===== config.mk =====
export PLATFORM = sky130hd
export DESIGN_NAME = rr_arbiter16_flat
export DESIGN_NICKNAME = d
export VERILOG_FILES = /design/src/rtl/rr_arbiter16_pkg.sv /design/src/rtl/rr_arbiter16_if.sv /design/src/rtl/rr_arbiter16_decoder4.sv /design/src/rtl/rr_arbiter16.sv /design/src/flat_wrapper.sv
export SDC_FILE = /design/constraint.sdc
export NUM_CORES = 1
export LEC_CHECK = 0
export BUFFER_PORTS_ARGS = -buffer_cell sky130_fd_sc_hd__buf_2
export CORE_MARGIN = 5
export CORE_UTILIZATION = 35
export DETAILED_ROUTE_END_ITERATION = 10
export GPL_TIMING_DRIVEN = 0
export PLACE_DENSITY_LB_ADDON = 0.08
export SYNTH_ARGS = -nofsm -noshare
export SYNTH_HDL_FRONTEND = slang
export SYNTH_SLANG_ARGS = --single-unit

===== constraint.sdc =====
create_clock -name clk -period 4.5 [get_ports clk]
set_input_delay 0.45 -clock clk [delete_from_list [all_inputs] [get_ports clk]]
set_output_delay 0.45 -clock clk [all_outputs]
set_load 0.02 [all_outputs]

===== src/rtl/rr_arbiter16_pkg.sv =====
// Shared constants for the round-robin arbiter and the pipeline controllers.
// Contents: requester count, index width, reset mask value, FSM encodings.
package rr_arbiter16_pkg;

  localparam int unsigned N_REQ_DEF  = 16;
  localparam int unsigned IDX_W      = 4;
  localparam logic [15:0] MASK_RESET = 16'hFFFF;

  // FSM encodings kept as plain constants for the legacy controllers
  localparam logic [0:0] ST_IDLE  = 1'b0;
  localparam logic [0:0] ST_GRANT = 1'b1;

endpackage


===== src/rtl/rr_arbiter16_if.sv =====
// Request/grant/mask bundle for rr_arbiter16.
//   req        : per-requester request lines
//   mask_we    : enable-mask write strobe
//   mask_wdata : new enable-mask value
//   gnt_ready  : shared resource accepts the current grant
//   gnt_valid  : grant offered
//   gnt_idx    : binary index of granted requester
//   gnt_onehot : one-hot grant, zero when no grant
//   mask       : current enable mask
// master = requester/resource side, slave = arbiter side.
interface rr_arbiter16_if;
  import rr_arbiter16_pkg::*;

  logic [N_REQ_DEF-1:0] req;
  logic                 mask_we;
  logic [N_REQ_DEF-1:0] mask_wdata;
  logic                 gnt_ready;
  logic                 gnt_valid;
  logic [IDX_W-1:0]     gnt_idx;
  logic [N_REQ_DEF-1:0] gnt_onehot;
  logic [N_REQ_DEF-1:0] mask;

  modport master (
    output req, mask_we, mask_wdata, gnt_ready,
    input  gnt_valid, gnt_idx, gnt_onehot, mask
  );

  modport slave (
    input  req, mask_we, mask_wdata, gnt_ready,
    output gnt_valid, gnt_idx, gnt_onehot, mask
  );

endinterface


===== src/rtl/rr_arbiter16_decoder4.sv =====
// Existing 4-to-16 binary-to-one-hot decoder.
//   a : 4-bit binary index
//   y : 16-bit one-hot output, bit a set
module decoder4 (
  input  logic [3:0]  a,
  output logic [15:0] y
);

  always_comb begin
    y = '0;
    y[a] = 1'b1;
  end

endmodule


===== src/rtl/rr_arbiter16.sv =====
// 16-way round-robin arbiter with programmable enable mask.
//   clk   : clock, all state updates on rising edge
//   reset : synchronous active-high reset
//   arb   : request/grant/mask bundle (slave side)
// A grant is held until handshake (gnt_valid & gnt_ready); on handshake the
// next grant is chosen in the same cycle starting just past the served index.
module rr_arbiter16
  import rr_arbiter16_pkg::*;
#(
  parameter int unsigned N_REQ = N_REQ_DEF
) (
  input  logic          clk,
  input  logic          reset,
  rr_arbiter16_if.slave arb
);

  logic [0:0]       state;
  logic [IDX_W-1:0] gnt_idx_q;
  logic [IDX_W-1:0] ptr;
  logic [15:0]      mask_q;

  logic [15:0]      eligible;
  logic             handshake;
  logic [IDX_W-1:0] next_ptr;
  logic [IDX_W-1:0] search_base;
  logic [IDX_W-1:0] cand;
  logic [IDX_W-1:0] sel;
  logic             found;
  logic [15:0]      dec_out;

  assign eligible  = arb.req & mask_q;
  assign handshake = (state == ST_GRANT) && arb.gnt_ready;
  assign next_ptr  = gnt_idx_q + 1'b1;

  // On a handshake the search starts from the pointer value being written
  // this cycle, so back-to-back grants already skip the served requester.
  assign search_base = handshake ? next_ptr : ptr;

  always_comb begin
    found = 1'b0;
    sel   = '0;
    cand  = '0;
    for (int unsigned i = 0; i < N_REQ; i++) begin
      cand = search_base + IDX_W'(i);
      if (!found && eligible[cand]) begin
        found = 1'b1;
        sel   = cand;
      end
    end
  end

  always_ff @(posedge clk) begin
    if (reset) begin
      state     <= ST_IDLE;
      gnt_idx_q <= '0;
      ptr       <= '0;
      mask_q    <= MASK_RESET;
    end else begin
      if (arb.mask_we) begin
        mask_q <= arb.mask_wdata;
      end
      case (state)
        ST_IDLE: begin
          if (found) begin
            gnt_idx_q <= sel;
            state     <= ST_GRANT;
          end
        end
        default: begin
          if (arb.gnt_ready) begin
            ptr <= next_ptr;
            if (found) begin
              gnt_idx_q <= sel;
            end else begin
              state <= ST_IDLE;
            end
          end
        end
      endcase
    end
  end

  decoder4 u_dec (
    .a (gnt_idx_q),
    .y (dec_out)
  );

  assign arb.gnt_valid  = (state == ST_GRANT);
  assign arb.gnt_idx    = gnt_idx_q;
  assign arb.gnt_onehot = dec_out & {16{arb.gnt_valid}};
  assign arb.mask       = mask_q;

endmodule


===== src/flat_wrapper.sv =====
// flat-port wrapper written by rule: the top's interface ports become plain ports
module rr_arbiter16_flat import rr_arbiter16_pkg::*;
#(
  parameter int unsigned N_REQ = N_REQ_DEF
)
  (clk, reset, arb_req, arb_mask_we, arb_mask_wdata, arb_gnt_ready, arb_gnt_valid, arb_gnt_idx, arb_gnt_onehot, arb_mask);
  rr_arbiter16_if arb_i ();
  input  logic clk;
  input  logic reset;
  input wire logic [$bits(arb_i.req)-1:0] arb_req;
  input wire logic [$bits(arb_i.mask_we)-1:0] arb_mask_we;
  input wire logic [$bits(arb_i.mask_wdata)-1:0] arb_mask_wdata;
  input wire logic [$bits(arb_i.gnt_ready)-1:0] arb_gnt_ready;
  output wire logic [$bits(arb_i.gnt_valid)-1:0] arb_gnt_valid;
  output wire logic [$bits(arb_i.gnt_idx)-1:0] arb_gnt_idx;
  output wire logic [$bits(arb_i.gnt_onehot)-1:0] arb_gnt_onehot;
  output wire logic [$bits(arb_i.mask)-1:0] arb_mask;
  assign arb_i.req = arb_req;
  assign arb_i.mask_we = arb_mask_we;
  assign arb_i.mask_wdata = arb_mask_wdata;
  assign arb_i.gnt_ready = arb_gnt_ready;
  assign arb_gnt_valid = arb_i.gnt_valid;
  assign arb_gnt_idx = arb_i.gnt_idx;
  assign arb_gnt_onehot = arb_i.gnt_onehot;
  assign arb_mask = arb_i.mask;
  rr_arbiter16 #(.N_REQ(N_REQ)) u_core (.clk(clk), .reset(reset), .arb(arb_i));
endmodule

==> flow_summary.ini <==
[die]
die_w_um = 117
num_io_pins = 73
dieArea_um2 = 13700
core_um2 = 11300
die_y_um = 117
row_count = 39
floorplan.initialDensity_pct = 35.4

[cts]
clock-sinks = 25
cts_tree = yes
clk_latency_ns = 0.28
htreeDepth = 1
clk_pin_slew_worst_paths_ns = 0.08
cts_buffers = 3
cts_buffer_depth = 2
cts_root_buffer = clkbuf_16
postCtsHoldBufs = 0

[synth]
async_reset_ff_share_pct = 0
synthDistinctLibCells = 79
synth_top_family_by_area = simple AND/OR/NAND/NOR gates
yosys.area_share.simple_pct = 28.8
ys_warn_count = 0
ys_ff_latch = 25
synth_cells = 530
synth_xor_area_share_pct = 3.56
synthAdderAreaFrac_pct = 1.56
synth_mux_area_share_pct = 20.5
synth.avg_cell_area_um2 = 7.56
synth_ff_type = dfxtp_1
synth_edf_count = 0
syn_nets = 571
synth-compound-area-share_pct = 28.0
synth.cell_area_um2 = 4010
ys_seq_area_share_pct = 12.5

[route]
ant_nets = 0
vias = 4647
routed_wirelength_um = 16400
route.met2.wl_um = 7470
via_per_inst = 6.20
first_iter_violations = 411
highest_layer = met4
drcViolationCount = 0
dr.pass1.iters = 5
dr_wl_met3_um = 1100
met1_length_um = 7080
routedWlPerCell_um = 21.8

[global_route]
gr-total-overflow = 0
grt_max_degree = 20
grtUsageTotal_pct = 23.9
grt_pass1_wl_um = 25000
grt_pass1_vias = 4447
antenna_found_initial = 0

[finish]
final_cell_area_um2 = 4810
area_growth_syn_to_layout_pct = 19.9
fillCellCount = 1204
insertedDiodeCount = 0
drive_above_1_share_pct = 28.8
nets = 649

[sta]
hold_viol = 0
hold_slack_ns = 0.375
layout_min_cycle_time_ns = 4.33
grt_setup_unrepaired = false
worst_slew_pin_slew_ns = 0.823
skew_ns = 0.00820
clock.fmax_mhz = 231
min_period_over_period_pct = 96.1
maxSlewHeadroom_pct = 45.2
setup-violations-final = 0
slew_viol_final = 0

[critical_path]
worst_ep_required_time_ns = 4.67
crit_type = reg -> reg
cp.buffers_inverters = 3
path_delay_family = simple AND/OR/NAND/NOR gates
cpMaxStageDelayCell = nor4_1
crit_arrival_ns = 4.49
end_kind = flip-flop
worstSetupStartpointType = flip-flop
path_cells = inv_1 -> ha_2 -> and3_4 -> nor2_4 -> buf_2 -> nor4_1 -> a311oi_1 -> a211oi_1 -> o21ai_0 -> nor3_4 -> buf_6 -> and2_1 -> o221ai_1 -> a31oi_1 -> o21ai_1
crit_path_max_fanout = 10
cp_slowest_stage_delay_ns = 0.55

[place]
placedInstanceArea_um2 = 4540
place_congestion = 0.938
hpwl_um = 13200
io_buffer_count = 71

[worst_hold_path]
hp-class = in -> reg

[power]
power-per-cell-area_nw_per_um2 = 580
p_leak_uw = 0.00197
irDropWorstVdd_mv = 0.224

[flow_run]
max_cap_viol_count = 0

[status]
status = complete, no violations
## cell usage after synthesis (9+ instances only)
cell type,count,share of area [%]
a211oi_1,26,4.9
a21oi_1,19,2.4
and2_1,16,2.5
buf_2,13,1.6
clkbuf_1,9,0.84
dfxtp_1,25,12
mux2_2,12,3.4
mux2i_1,41,10
mux4_2,10,5.6
nand2_1,57,5.3
nand3_1,13,1.6
nor2_1,51,4.8
nor3_1,29,3.6
o211ai_1,15,2.8
o21ai_0,28,3.5
xnor2_1,9,2.0
## repair_timing
| action | CTS | global route |
|---|---|---|
| gates resized for setup | 16 | 20 |
| pin swaps | 3 | 1 |
| setup endpoints to repair | 5 | 4 |
| setup buffers | 5 | 1 |
## layout make-up
cell class	count	area [µm²]	share of cell area [%]
buffer	28	184	3.83
sequential	25	505	10.5
inverter	9	33.8	0.703
clock inverter	1	8.76	0.182
tap	143	179	3.72
multi-input combinational	464	3410	70.9
clock buffer	3	75.1	1.56
timing repair buffer	77	413	8.59
## registers in the layout (all words and copies together) (netlist names)
signal / flops
u_core.ptr: 4
u_core.arb.gnt_idx: 4
u_core.arb.gnt_valid: 1
u_core.arb.mask: 16
## cell usage in the layout, fill, tap and decap left out, drive strengths merged, types with 9 or more instances in the layout
cell type / n
buf: 97
nand2: 58
nor2: 54
mux2i: 42
o21ai: 31
nor3: 30
a211oi: 27
dfxtp: 25
a21oi: 23
and2: 17
o211ai: 15
mux2: 14
nand3: 13
xnor2: 11
clkbuf: 11
mux4: 10
inv: 10
or2: 9
## final timing paths
check | cells after the start | endpoint | from | slack, ns
hold / removal | 3 | u_core.arb.mask[2] | arb_mask_wdata[2] | 0.38
setup / recovery | 15 | u_core.arb.gnt_idx[2] | u_core.arb.gnt_idx[1] | 0.17
setup reg to reg | 15 | u_core.arb.gnt_idx[2] | u_core.arb.gnt_idx[1] | 0.17
hold reg to reg | 2 | u_core.arb.mask[3] | u_core.arb.mask[3] | 0.52
## worst reg2reg max path: stages (launching register included)
cell and delay, ns:
dfxtp_2 0.40, inv_1 0.09, ha_2 0.39, and3_4 0.22
nor2_4 0.06, buf_2 0.21, nor4_1 0.55, a311oi_1 0.18
a211oi_1 0.46, o21ai_0 0.28, nor3_4 0.41, buf_6 0.21
and2_1 0.24, o221ai_1 0.15, a31oi_1 0.25, o21ai_1 0.12
## routing by layer
| layer | vias to the layer above | track usage (%) |
|---|---|---|
| met4 | 0 | 10.2 |
| met2 | 236 | 38.6 |
| met1 | 2200 | 31.7 |
| li1 | 2165 | - |
| met3 | 46 | 3.70 |
| met5 | - | 0 |
## where the power goes
group,total (µW),internal [µW],switching (µW)
combinational,2270,878,1390
sequential,292,252,39.9
clock,227,124,103
## metrics by stage
| stage | worst slack, ns | power, µW | util, % | instances | setup TNS (ns) |
|---|---|---|---|---|---|
| after floorplan | 0.108 | 1820 | - | 530 | 0 |
| after global placement | -1.11 | 2380 | 40.1 | 744 | -4.78 |
| after detailed placement | -1.10 | 2380 | 40.1 | 744 | -4.79 |
| after CTS | 0.00907 | 2700 | 41.9 | 750 | 0 |
| after global routing | 0.0409 | 2950 | 42.5 | 750 | 0 |
| final | 0.174 | 2790 | 42.5 | 750 | 0 |
## logic make-up (layout without fill, tap and decap cells)
kind of cell,Yosys count,after routing
compound gates,155,155
xor+xnor,13,13
fa+ha+maj,5,5
buf+inv,41,118
flops,25,25
mux,66,66
simple gates,225,225
Power figures use the tool's default switching activity.
